===== src/rtl/dac_pkg.sv =====
// Shared constants, state encoding and code conversion for the AD9767 I/Q scheduler.
package dac_pkg;

    localparam int unsigned DAC_WIDTH = 14;
    localparam logic [DAC_WIDTH-1:0] MIDSCALE = 14'h2000;

    typedef enum logic [2:0] {
        IDLE,
        PRIME,
        A_SETUP,
        A_WRT,
        B_SETUP,
        B_WRT
    } state_e;

    // Two's complement to offset binary is a flip of the MSB (+8192 mod 2^14).
    function automatic logic [DAC_WIDTH-1:0] to_offset_binary(input logic [DAC_WIDTH-1:0] w,
                                                              input bit is_signed);
        return is_signed ? {~w[DAC_WIDTH-1], w[DAC_WIDTH-2:0]} : w;
    endfunction

endpackage


===== src/rtl/dac_iq_scheduler_if.sv =====
// Dual sample-stream valid/ready bundle feeding the I/Q scheduler.
interface dac_iq_scheduler_if #(
    parameter int unsigned INPUT_WIDTH = 14
);
    logic [INPUT_WIDTH-1:0] a_data;
    logic                   a_valid;
    logic                   a_ready;
    logic [INPUT_WIDTH-1:0] b_data;
    logic                   b_valid;
    logic                   b_ready;

    modport master (
        output a_data, a_valid, b_data, b_valid,
        input  a_ready, b_ready
    );

    modport slave (
        input  a_data, a_valid, b_data, b_valid,
        output a_ready, b_ready
    );
endinterface


===== src/rtl/dac_sample_fifo.sv =====
// Synchronous FIFO; pointers carry an extra wrap bit to tell full from empty.
module dac_sample_fifo #(
    parameter int unsigned WIDTH = 14,
    parameter int unsigned DEPTH = 4
) (
    input  logic             clk_in,
    input  logic             rst,
    input  logic             push_i,
    input  logic [WIDTH-1:0] wdata_i,
    input  logic             pop_i,
    output logic [WIDTH-1:0] rdata_o,
    output logic             full_o,
    output logic             empty_o
);
    localparam int unsigned AW = (DEPTH > 1) ? $clog2(DEPTH) : 1;

    logic [WIDTH-1:0] mem_q [DEPTH];
    logic [AW:0]      wr_ptr_q, wr_ptr_d;
    logic [AW:0]      rd_ptr_q, rd_ptr_d;
    logic             do_push, do_pop;

    // Status flags, guarded push/pop and pointer advance.
    always_comb begin
        full_o   = (wr_ptr_q[AW] != rd_ptr_q[AW]) && (wr_ptr_q[AW-1:0] == rd_ptr_q[AW-1:0]);
        empty_o  = (wr_ptr_q == rd_ptr_q);
        do_push  = push_i && !full_o;
        do_pop   = pop_i && !empty_o;
        wr_ptr_d = wr_ptr_q + {{AW{1'b0}}, do_push};
        rd_ptr_d = rd_ptr_q + {{AW{1'b0}}, do_pop};
        rdata_o  = mem_q[rd_ptr_q[AW-1:0]];
    end

    // Pointer registers; reset flushes the queue.
    always_ff @(posedge clk_in) begin
        if (rst) begin
            wr_ptr_q <= '0;
            rd_ptr_q <= '0;
        end else begin
            wr_ptr_q <= wr_ptr_d;
            rd_ptr_q <= rd_ptr_d;
        end
    end

    // Storage write; contents need no reset since the pointers gate visibility.
    always_ff @(posedge clk_in) begin
        if (do_push) begin
            mem_q[wr_ptr_q[AW-1:0]] <= wdata_i;
        end
    end
endmodule


===== src/rtl/dac_iq_scheduler.sv =====
// Interleaves channel A (I) and B (Q) samples onto the single AD9767 data port.
module dac_iq_scheduler
    import dac_pkg::*;
#(
    parameter int unsigned INPUT_WIDTH   = 14,
    parameter string       INPUT_STYLE   = "signed",
    parameter string       ALIGNED_STYLE = "LSB",
    parameter int unsigned FIFO_DEPTH    = 4
) (
    input  logic                      clk_in,
    input  logic                      rst,
    input  logic                      enable,
    dac_iq_scheduler_if.slave         s_if,
    output logic [DAC_WIDTH-1:0]      DA_out,
    output logic                      DA_sel,
    output logic                      DA_wrt,
    output logic                      busy,
    output logic                      frame_tick,
    output logic [15:0]               underrun_cnt
);
    localparam bit IsSigned = (INPUT_STYLE == "signed");
    localparam bit AlignMsb = (ALIGNED_STYLE == "MSB");
    localparam logic [DAC_WIDTH-1:0] IDLE_CODE = IsSigned ? MIDSCALE : 14'h0000;

    logic [INPUT_WIDTH-1:0] a_rdata, b_rdata;
    logic                   a_full, a_empty, b_full, b_empty;
    logic                   pop_a, pop_b, load_a, load_b;
    logic [DAC_WIDTH-1:0]   a_align, b_align, a_conv, b_conv;

    state_e               state_q, state_d;
    logic [DAC_WIDTH-1:0] da_out_q, da_out_d;
    logic [DAC_WIDTH-1:0] last_a_q, last_a_d;
    logic [DAC_WIDTH-1:0] last_b_q, last_b_d;
    logic                 da_sel_q, da_sel_d;
    logic                 da_wrt_q, da_wrt_d;
    logic                 frame_tick_q, frame_tick_d;
    logic [15:0]          underrun_q, underrun_d;

    dac_sample_fifo #(.WIDTH(INPUT_WIDTH), .DEPTH(FIFO_DEPTH)) u_fifo_a (
        .clk_in  (clk_in),
        .rst     (rst),
        .push_i  (s_if.a_valid),
        .wdata_i (s_if.a_data),
        .pop_i   (pop_a),
        .rdata_o (a_rdata),
        .full_o  (a_full),
        .empty_o (a_empty)
    );

    dac_sample_fifo #(.WIDTH(INPUT_WIDTH), .DEPTH(FIFO_DEPTH)) u_fifo_b (
        .clk_in  (clk_in),
        .rst     (rst),
        .push_i  (s_if.b_valid),
        .wdata_i (s_if.b_data),
        .pop_i   (pop_b),
        .rdata_o (b_rdata),
        .full_o  (b_full),
        .empty_o (b_empty)
    );

    assign s_if.a_ready = !a_full;
    assign s_if.b_ready = !b_full;

    // Bring FIFO head words onto the 14-bit DAC grid.
    if (AlignMsb && (INPUT_WIDTH < DAC_WIDTH)) begin : g_msb
        localparam int unsigned Pad = DAC_WIDTH - INPUT_WIDTH;
        assign a_align = {a_rdata, {Pad{1'b0}}};
        assign b_align = {b_rdata, {Pad{1'b0}}};
    end else if (INPUT_WIDTH < DAC_WIDTH) begin : g_lsb
        localparam int unsigned Pad = DAC_WIDTH - INPUT_WIDTH;
        assign a_align = {{Pad{IsSigned & a_rdata[INPUT_WIDTH-1]}}, a_rdata};
        assign b_align = {{Pad{IsSigned & b_rdata[INPUT_WIDTH-1]}}, b_rdata};
    end else begin : g_top
        assign a_align = a_rdata[INPUT_WIDTH-1 -: DAC_WIDTH];
        assign b_align = b_rdata[INPUT_WIDTH-1 -: DAC_WIDTH];
    end

    assign a_conv = to_offset_binary(a_align, IsSigned);
    assign b_conv = to_offset_binary(b_align, IsSigned);

    // Next state and next registered outputs; outputs are set on the edge entering a state.
    always_comb begin
        state_d      = state_q;
        da_out_d     = da_out_q;
        da_sel_d     = da_sel_q;
        da_wrt_d     = 1'b0;
        frame_tick_d = 1'b0;
        last_a_d     = last_a_q;
        last_b_d     = last_b_q;
        underrun_d   = underrun_q;
        load_a       = 1'b0;
        load_b       = 1'b0;
        pop_a        = 1'b0;
        pop_b        = 1'b0;

        unique case (state_q)
            IDLE: begin
                da_out_d = IDLE_CODE;
                if (enable) state_d = PRIME;
            end
            PRIME: begin
                if (!enable) begin
                    state_d  = IDLE;
                    da_out_d = IDLE_CODE;
                end else if (!a_empty && !b_empty) begin
                    state_d = A_SETUP;
                    load_a  = 1'b1;
                end
            end
            A_SETUP: begin
                state_d  = A_WRT;
                da_wrt_d = 1'b1;
            end
            A_WRT: begin
                state_d = B_SETUP;
                load_b  = 1'b1;
            end
            B_SETUP: begin
                state_d      = B_WRT;
                da_wrt_d     = 1'b1;
                frame_tick_d = 1'b1;
            end
            B_WRT: begin
                // A started frame always finishes here, so enable is only looked at now.
                if (enable) begin
                    state_d = A_SETUP;
                    load_a  = 1'b1;
                end else begin
                    state_d  = IDLE;
                    da_out_d = IDLE_CODE;
                end
            end
            default: state_d = IDLE;
        endcase

        if (load_a) begin
            da_sel_d = 1'b1;
            if (!a_empty) begin
                pop_a    = 1'b1;
                da_out_d = a_conv;
                last_a_d = a_conv;
            end else begin
                da_out_d   = last_a_q;
                underrun_d = (underrun_q == 16'hFFFF) ? underrun_q : underrun_q + 16'd1;
            end
        end

        if (load_b) begin
            da_sel_d = 1'b0;
            if (!b_empty) begin
                pop_b    = 1'b1;
                da_out_d = b_conv;
                last_b_d = b_conv;
            end else begin
                da_out_d   = last_b_q;
                underrun_d = (underrun_q == 16'hFFFF) ? underrun_q : underrun_q + 16'd1;
            end
        end
    end

    // State and output registers with synchronous reset.
    always_ff @(posedge clk_in) begin
        if (rst) begin
            state_q      <= IDLE;
            da_out_q     <= IDLE_CODE;
            da_sel_q     <= 1'b1;
            da_wrt_q     <= 1'b0;
            frame_tick_q <= 1'b0;
            underrun_q   <= 16'd0;
            last_a_q     <= IDLE_CODE;
            last_b_q     <= IDLE_CODE;
        end else begin
            state_q      <= state_d;
            da_out_q     <= da_out_d;
            da_sel_q     <= da_sel_d;
            da_wrt_q     <= da_wrt_d;
            frame_tick_q <= frame_tick_d;
            underrun_q   <= underrun_d;
            last_a_q     <= last_a_d;
            last_b_q     <= last_b_d;
        end
    end

    assign DA_out       = da_out_q;
    assign DA_sel       = da_sel_q;
    assign DA_wrt       = da_wrt_q;
    assign frame_tick   = frame_tick_q;
    assign underrun_cnt = underrun_q;
    assign busy         = (state_q != IDLE);
endmodule

===== src/flat_wrapper.sv =====
// flat-port wrapper written by rule: the top's interface ports become plain ports
module dac_iq_scheduler_flat import dac_pkg::*;
#(
    parameter int unsigned INPUT_WIDTH   = 14,
    parameter string       INPUT_STYLE   = "      ",
    parameter string       ALIGNED_STYLE = "   ",
    parameter int unsigned FIFO_DEPTH    = 4
)
  (clk_in, rst, enable, DA_out, DA_sel, DA_wrt, busy, frame_tick, underrun_cnt, s_if_a_data, s_if_a_valid, s_if_b_data, s_if_b_valid, s_if_a_ready, s_if_b_ready);
  dac_iq_scheduler_if #(.INPUT_WIDTH(INPUT_WIDTH)) s_if_i ();
  input  logic clk_in;
  input  logic rst;
  input  logic enable;
  output logic [DAC_WIDTH-1:0] DA_out;
  output logic DA_sel;
  output logic DA_wrt;
  output logic busy;
  output logic frame_tick;
  output logic [15:0] underrun_cnt;
  input wire logic [$bits(s_if_i.a_data)-1:0] s_if_a_data;
  input wire logic [$bits(s_if_i.a_valid)-1:0] s_if_a_valid;
  input wire logic [$bits(s_if_i.b_data)-1:0] s_if_b_data;
  input wire logic [$bits(s_if_i.b_valid)-1:0] s_if_b_valid;
  output wire logic [$bits(s_if_i.a_ready)-1:0] s_if_a_ready;
  output wire logic [$bits(s_if_i.b_ready)-1:0] s_if_b_ready;
  assign s_if_i.a_data = s_if_a_data;
  assign s_if_i.a_valid = s_if_a_valid;
  assign s_if_i.b_data = s_if_b_data;
  assign s_if_i.b_valid = s_if_b_valid;
  assign s_if_a_ready = s_if_i.a_ready;
  assign s_if_b_ready = s_if_i.b_ready;
  dac_iq_scheduler #(.INPUT_WIDTH(INPUT_WIDTH), .INPUT_STYLE(INPUT_STYLE), .ALIGNED_STYLE(ALIGNED_STYLE), .FIFO_DEPTH(FIFO_DEPTH)) u_core (.clk_in(clk_in), .rst(rst), .enable(enable), .s_if(s_if_i), .DA_out(DA_out), .DA_sel(DA_sel), .DA_wrt(DA_wrt), .busy(busy), .frame_tick(frame_tick), .underrun_cnt(underrun_cnt));
endmodule

===== config.mk =====
export PLATFORM = sky130hd
export DESIGN_NAME = dac_iq_scheduler_flat
export DESIGN_NICKNAME = d
export VERILOG_FILES = /design/src/rtl/dac_pkg.sv /design/src/rtl/dac_iq_scheduler_if.sv /design/src/rtl/dac_sample_fifo.sv /design/src/rtl/dac_iq_scheduler.sv /design/src/flat_wrapper.sv
export SDC_FILE = /design/constraint.sdc
export NUM_CORES = 1
export LEC_CHECK = 0
export BUFFER_PORTS_ARGS = -buffer_cell sky130_fd_sc_hd__buf_2
export CAP_MARGIN = 20
export CORE_UTILIZATION = 59
export DETAILED_ROUTE_END_ITERATION = 8
export PLACE_DENSITY = 0.85
export SYNTH_ARGS = -nofsm -noshare
export SYNTH_HDL_FRONTEND = slang
export SYNTH_HIERARCHICAL = 1
export SYNTH_SLANG_ARGS = --single-unit

===== constraint.sdc =====
create_clock -name clk_in -period 3.2 [get_ports clk_in]
set_input_delay 0.16 -clock clk_in [delete_from_list [all_inputs] [get_ports clk_in]]
set_output_delay 0.16 -clock clk_in [all_outputs]
set_load 0.05 [all_outputs]

### Word-level counts from Yosys, hierarchy flattened

Memories as Yosys holds them, arrays and structs flattened. A register that Yosys moved wholly into a read port is not among the register bits.
Cells that the tools add are included.

| operators by class | value |
|---|---|
| reduce and logical (&&, ||, !) cells | 19 |
| mux-type cells | 35 |
| $add $sub $neg | 5 |
| equal/unequal tests | 15 |

Operators by type and width:

| cell | count |
|---|---|
| two-way mux 16 bit | 5 |
| two-way mux 14 bit | 5 |
| case mux 14 bit (2 select lines) | 1 |
| case mux 3 bit (6 select lines) | 1 |
| adder 16 x 1 -> 16 bit (second input constant) | 1 |
| equality test 16 bit (second input constant) | 1 |
| two-way mux 1 bit | 16 |
| adder 3 x 1 -> 3 bit | 4 |
| two-way mux 3 bit | 3 |
| logical AND 1 bit | 7 |
| equality test 3 x 2 -> 1 bit (second input constant) | 2 |
| equality test 3 bit | 2 |
| equality test 3 bit (second input constant) | 2 |
| two-way mux 2 bit | 3 |
| equality test 2 bit | 2 |
| zero test 1 bit | 4 |
| != test 4 x 2 -> 1 bit (second input constant) | 1 |
| AND reduction 2 bit | 2 |
| nonzero test 4 bit | 1 |
| OR reduction 2 bit | 2 |
| equality test 3 x 1 -> 1 bit (second input constant) | 1 |
| zero test 3 bit | 1 |
| != test 3 x 2 -> 1 bit (second input constant) | 1 |
| nonzero test 3 bit | 1 |
| other kinds (4) | 5 |

| storage, ports and cells | value |
|---|---|
| register bits | 76 |
| memories | 2 |
| memory bits (writable) | 112 |
| logic and storage cells | 88 |

Memory list:

| memory | depth | bits a word | read ports | clocked after Yosys merged registers in | wr ports | RTL line | source |
|---|---|---|---|---|---|---|---|
| u_core.u_fifo_a.mem_q | 4 | 14 | 1 | 1 | 1 | dac_sample_fifo.sv:17 | `logic [WIDTH-1:0] mem_q [DEPTH];` |
| u_core.u_fifo_b.mem_q | 4 | 14 | 1 | 1 | 1 | dac_sample_fifo.sv:17 |  |

### Logic depth before layout (Yosys ltp)

| logic depth | value |
|---|---|
| depth after elaboration | 10 |
| mapped depth | 14 |

### Hierarchy

The synthesis kept the hierarchy.

Modules (own cells, without submodules):

| module | instances | area an instance (um^2) | cells an instance | sequential area each (um^2) |
|---|---|---|---|---|
| dac_iq_scheduler | 1 | 2,916.5 | 355 | 1,281.2 |
| dac_sample_fifo (u_core.u_fifo_a) | 1 | 2,421.1 | 111 | 1,801.7 |
| dac_sample_fifo (u_core.u_fifo_b) | 1 | 2,403.6 | 110 | 1,801.7 |

### Worst setup path before layout

OpenSTA, ideal clock, no wires.

| timing path | value |
|---|---|
| path kind | register -> register |
| start | register u_core.u_fifo_b.rd_ptr_q[0] |
| end | register u_core.u_fifo_b.rd_ptr_q[1] |
| data required time | 3.086 ns |
| buffers on the path | 5 |
| arrival | 2.371 ns |
| path slack | 0.716 ns |
| clock period less this slack | 2.484 ns |
| stages on the path, launching flop included | 14 |
| setup time | 0.114 ns |
| path through | dfxtp_1 > buf_6 > buf_12 > xor2_1 > nor3_1 > buf_2 > or2_2 > clkbuf_1 > inv_1 > buf_2 > o31a_1 > ha_1 > ha_1 > nor2b_1 |

| between the ends | value |
|---|---|
| word-level cells in the longest chain between the ends | 5 |
| elaborated cells between the ends (all ways) | 6 |
| those cells by class | 1 x add/sub; 1 x eq/ne; 2 x mux; 2 x reduce/logical |

Ends and longest elaborated chain:

| what | RTL line | source |
|---|---|---|
| start: declaration | dac_sample_fifo.sv:19 | `logic [AW:0] rd_ptr_q, rd_ptr_d;` |
| start signal: assignment | dac_sample_fifo.sv:40 | `rd_ptr_q <= rd_ptr_d;` |
| equality test 3 bit | dac_sample_fifo.sv:25 | `empty_o = (wr_ptr_q == rd_ptr_q);` |
| via u_core.b_empty | dac_iq_scheduler.sv:26 | `logic a_full, a_empty, b_full, b_empty;` |
| two-way mux 1 bit | dac_iq_scheduler.sv:150 | `if (!b_empty) begin` |
| two-way mux 1 bit | dac_iq_scheduler.sv:148 | `if (load_b) begin` |
| via u_core.pop_b | dac_iq_scheduler.sv:27 | `logic pop_a, pop_b, load_a, load_b;` |
| logical AND 1 bit | dac_sample_fifo.sv:27 | `do_pop = pop_i && !empty_o;` |
| adder 3 x 1 -> 3 bit | dac_sample_fifo.sv:29 | `rd_ptr_d = rd_ptr_q + {{AW{1'b0}}, do_pop};` |
| via u_core.u_fifo_b.rd_ptr_d[1] | dac_sample_fifo.sv:19 |  |

The timed path passes the listed nets, and every way through them passes these cells.
A chain may end at the register's enable or synchronous reset.

### Worst setup path after layout

| timing path | value |
|---|---|
| start | register u_core.u_fifo_b.wr_ptr_q[0] |
| end | register u_core.u_fifo_b.rd_ptr_q[1] |

| between the ends | value |
|---|---|
| word-level cells in the longest chain between the ends | 5 |
| elaborated cells between the ends (all ways) | 6 |
| those cells by class | 1 x add/sub; 1 x eq/ne; 2 x mux; 2 x reduce/logical |

Ends and longest elaborated chain:

| what | RTL line | source |
|---|---|---|
| start: declaration | dac_sample_fifo.sv:18 | `logic [AW:0] wr_ptr_q, wr_ptr_d;` |
| start signal: assignment | dac_sample_fifo.sv:39 | `wr_ptr_q <= wr_ptr_d;` |
| equality test 3 bit * | dac_sample_fifo.sv:25 |  |
| via u_core.b_empty | dac_iq_scheduler.sv:26 |  |
| two-way mux 1 bit | dac_iq_scheduler.sv:150 |  |
| two-way mux 1 bit | dac_iq_scheduler.sv:148 |  |
| logical AND 1 bit * | dac_sample_fifo.sv:27 |  |
| adder 3 x 1 -> 3 bit * | dac_sample_fifo.sv:29 |  |
| via u_core.u_fifo_b.rd_ptr_d[1] | dac_sample_fifo.sv:19 |  |

Mark *: on every way through the listed nets, which the timed path passes. The rest lies on a longest branch.

==> impl_metrics.yaml <==
run_status:
  status: "finished clean"
global_route:
  grt-ovfl-total: 0
  antenna_found_initial: 1
  grt_pass1_wl_um: 25100
  gr-usage-all-layers_pct: 25.3
  grt_pass1_vias: 5066
  grt_max_degree: 63
synth:
  synth_top_cell_area_share_pct: 43.4
  synth_area_leaders: "edfxtp_1 (43%), dfxtp_1 (20%), mux4_2 (5.2%)"
  yosysMostFrequentCell: "edfxtp_1"
  synth_edf_count: 112
  synth_flop_cell: "edfxtp_1"
  yosys_warnings: 6
  async_reset_ff_share_pct: 0
  syn_area_mm2: 0.00774
  synthCells: 576
  syn-num-nets: 618
  synth.largest_area_cell: "edfxtp_1"
  ys_seq_area_share_pct: 63.1
  syn_avg_cell_area_um2: 13.4
  synth_common_cells: "edfxtp_1 (112), dfxtp_1 (76), nand2_1 (65)"
  ys_seq_elements: 188
  ys_types: 58
power:
  ir_drop_mv: 0.461
  p_per_area_mw_per_mm2: 559
  p_leak_nw: 3.29
setup_path:
  criticalPathCategory: "reg2reg"
  worst_path_largest_cell_delay_ps: 520
  slowest_stage: "dfxtp_1"
  cpMostUsedCell: "ha_1"
  r2r_cells: 8
  startpoint_type: "flop"
  worst_setup_path_end_kind: "flop"
  cp.arrival_ps: 3010
  critPathLaunch: "u_core/u_fifo_b/wr_ptr_q[0]"
  cp_cell_sequence: "xor2_1 -> nor3_2 -> or2_2 -> inv_1 -> o31a_1 -> ha_1 -> ha_1 -> nor2b_1"
  r2r-start: "u_core/u_fifo_b/wr_ptr_q[0]"
  cp.required_ps: 3500
  crit_fanout: 15
cts:
  cts_resized: 0
  ctsHoldBuffers: 28
  clkSinkCount: 188
  root_buffer: "clkbuf_16"
  cts_tree: "built"
  numCtsBuffers: 17
  clkTransAtPathRegs_ps: 70
  cts_setup_buffers: 0
  cts_max_path_buffers: 2
  cts-htree-levels: 4
  insertion_delay_ps: 430
layout:
  fin_nets: 718
  fillers: 809
  drive_gt1_share_pct: 22.1
  areaGrowthSynthToFinish_pct: 18.1
  antenna_cells: 0
detailed_routing:
  avgRoutedWirePerCell_um: 18.7
  vias: 5203
  drt-met1-wl_um: 6420
  drtPass1Iterations: 5
  drtIter0Drc: 437
  met2_length_um: 8200
  via_per_inst: 6.04
  drt_wl_total_um: 16100
  drtAntennaViolNets: 0
  dr_wl_met3_um: 1020
  drcViolationCount: 0
  top_layer_used: "met5"
die:
  coreArea_mm2: 0.0127
  row_count: 41
  io_pins: 69
  die_h_um: 117
  chipWidth_um: 117
  initial_utilization_pct: 60.8
  die_area_mm2: 0.0136
sta:
  tns_ps: 0
  fin_ws_ps: 490
  period_minus_slack_ps: 2710
  relSlewSlack_pct: 31.2
  rsz0062_at_grt: "false"
  fmax_mhz: 369
  setup_violations: 0
  fin_crit_sh_pct: 84.7
  drv_slew: 0
  hold_violations: 0
  clock_skew_ps: 8.85
  tightestPinTransition_ps: 1020
hold_path:
  whs_path_depth: 3
  holdCritPathClass: "in2reg"
  hp-start: "enable"
flow_run:
  drv_cap: 0
placement:
  dp_slack_ps: 613
  portBuffers: 68
  place_congestion: 0.780
  hpwl_um: 10200
[layer usage]
metal	vias to the layer above	GRT usage [%]
met2	224	42.7
met1	2555	30.6
met4	2	12.3
li1	2384	-
met3	38	6.02
met5	-	0
[critical path: cells and delay by family (launching register included)]
family / cells / cell delay (ps)
flops: 1 / 520
buf+inv: 1 / 410
fa+ha+maj: 2 / 400
compound gates: 1 / 230
simple gates: 3 / 710
xor+xnor: 1 / 320
[cell type report]
type	count	area, µm²	share of cell area (%)
clock buffer	18	439	4.81
multi-input combinational	344	2640	28.9
inverter	10	37.5	0.411
clock inverter	14	149	1.63
tap	172	215	2.35
timing repair buffer	115	776	8.49
sequential	188	4880	53.5
[cell usage in the layout, fill, tap and decap left out, drive strengths merged, types with 16 or more instances in the layout]
master / Yosys / routed
a21oi: 55 / 55
a31oi: 19 / 19
buf: 19 / 87
clkbuf: 15 / 18
dfxtp: 76 / 76
dlygate4sd3: 0 / 28
edfxtp: 112 / 112
inv: 10 / 18
mux2i: 16 / 16
mux4: 28 / 28
nand2: 65 / 65
nand3: 22 / 22
nor2: 23 / 23
[registers in the layout (all words and copies together) (netlist names), 14 cells and up]
register and count:
u_core/last_b_q 14, u_core/DA_out 14, u_core/u_fifo_a/mem_q 56, u_core/underrun_cnt 16, u_core/last_a_q 14, u_core/u_fifo_b/mem_q 56
[report_power, final]
part	internal, W	leakage, nW	switching [W]
Combinational	0.000145	1.36	0.000208
Clock	0.00112	0.284	0.000942
Sequential	0.00265	1.64	0.0000386
Total	0.00392	3.29	0.00119
[worst paths after layout]
check,slack [ps],endpoint
max,490,u_core/u_fifo_b/rd_ptr_q[1]
min,130,u_core/state_q[0]
max reg2reg,490,u_core/u_fifo_b/rd_ptr_q[1]
min reg2reg,450,u_core/last_b_q[1]
[cells by family (layout without fill, tap and decap cells)]
logic type / after synthesis / in the layout / synth area share [%]
multiplexers: 46 / 46 / 11.0
adder cells (fa/ha/maj): 9 / 9 / 1.45
AO/OA/AOI/OAI: 107 / 107 / 8.44
buffers and inverters: 44 / 157 / 3.05
AND/OR/NAND/NOR: 165 / 165 / 10.9
XOR/XNOR: 17 / 17 / 2.02
flip-flops: 188 / 188 / 63.1
[stage by stage]
step	area (µm²)	hold slack, ps	util, %	instances	total power (W)
floorplan	7740	232	-	576	0.00294
global placement	8250	369	64.9	800	0.00303
detailed placement	8250	381	64.9	800	0.00305
CTS	9120	113	71.7	860	0.00512
global route	9140	130	71.8	861	0.00526
finish	9140	131	71.8	861	0.00511
Note: power is estimated with default switching activity, not from simulation.
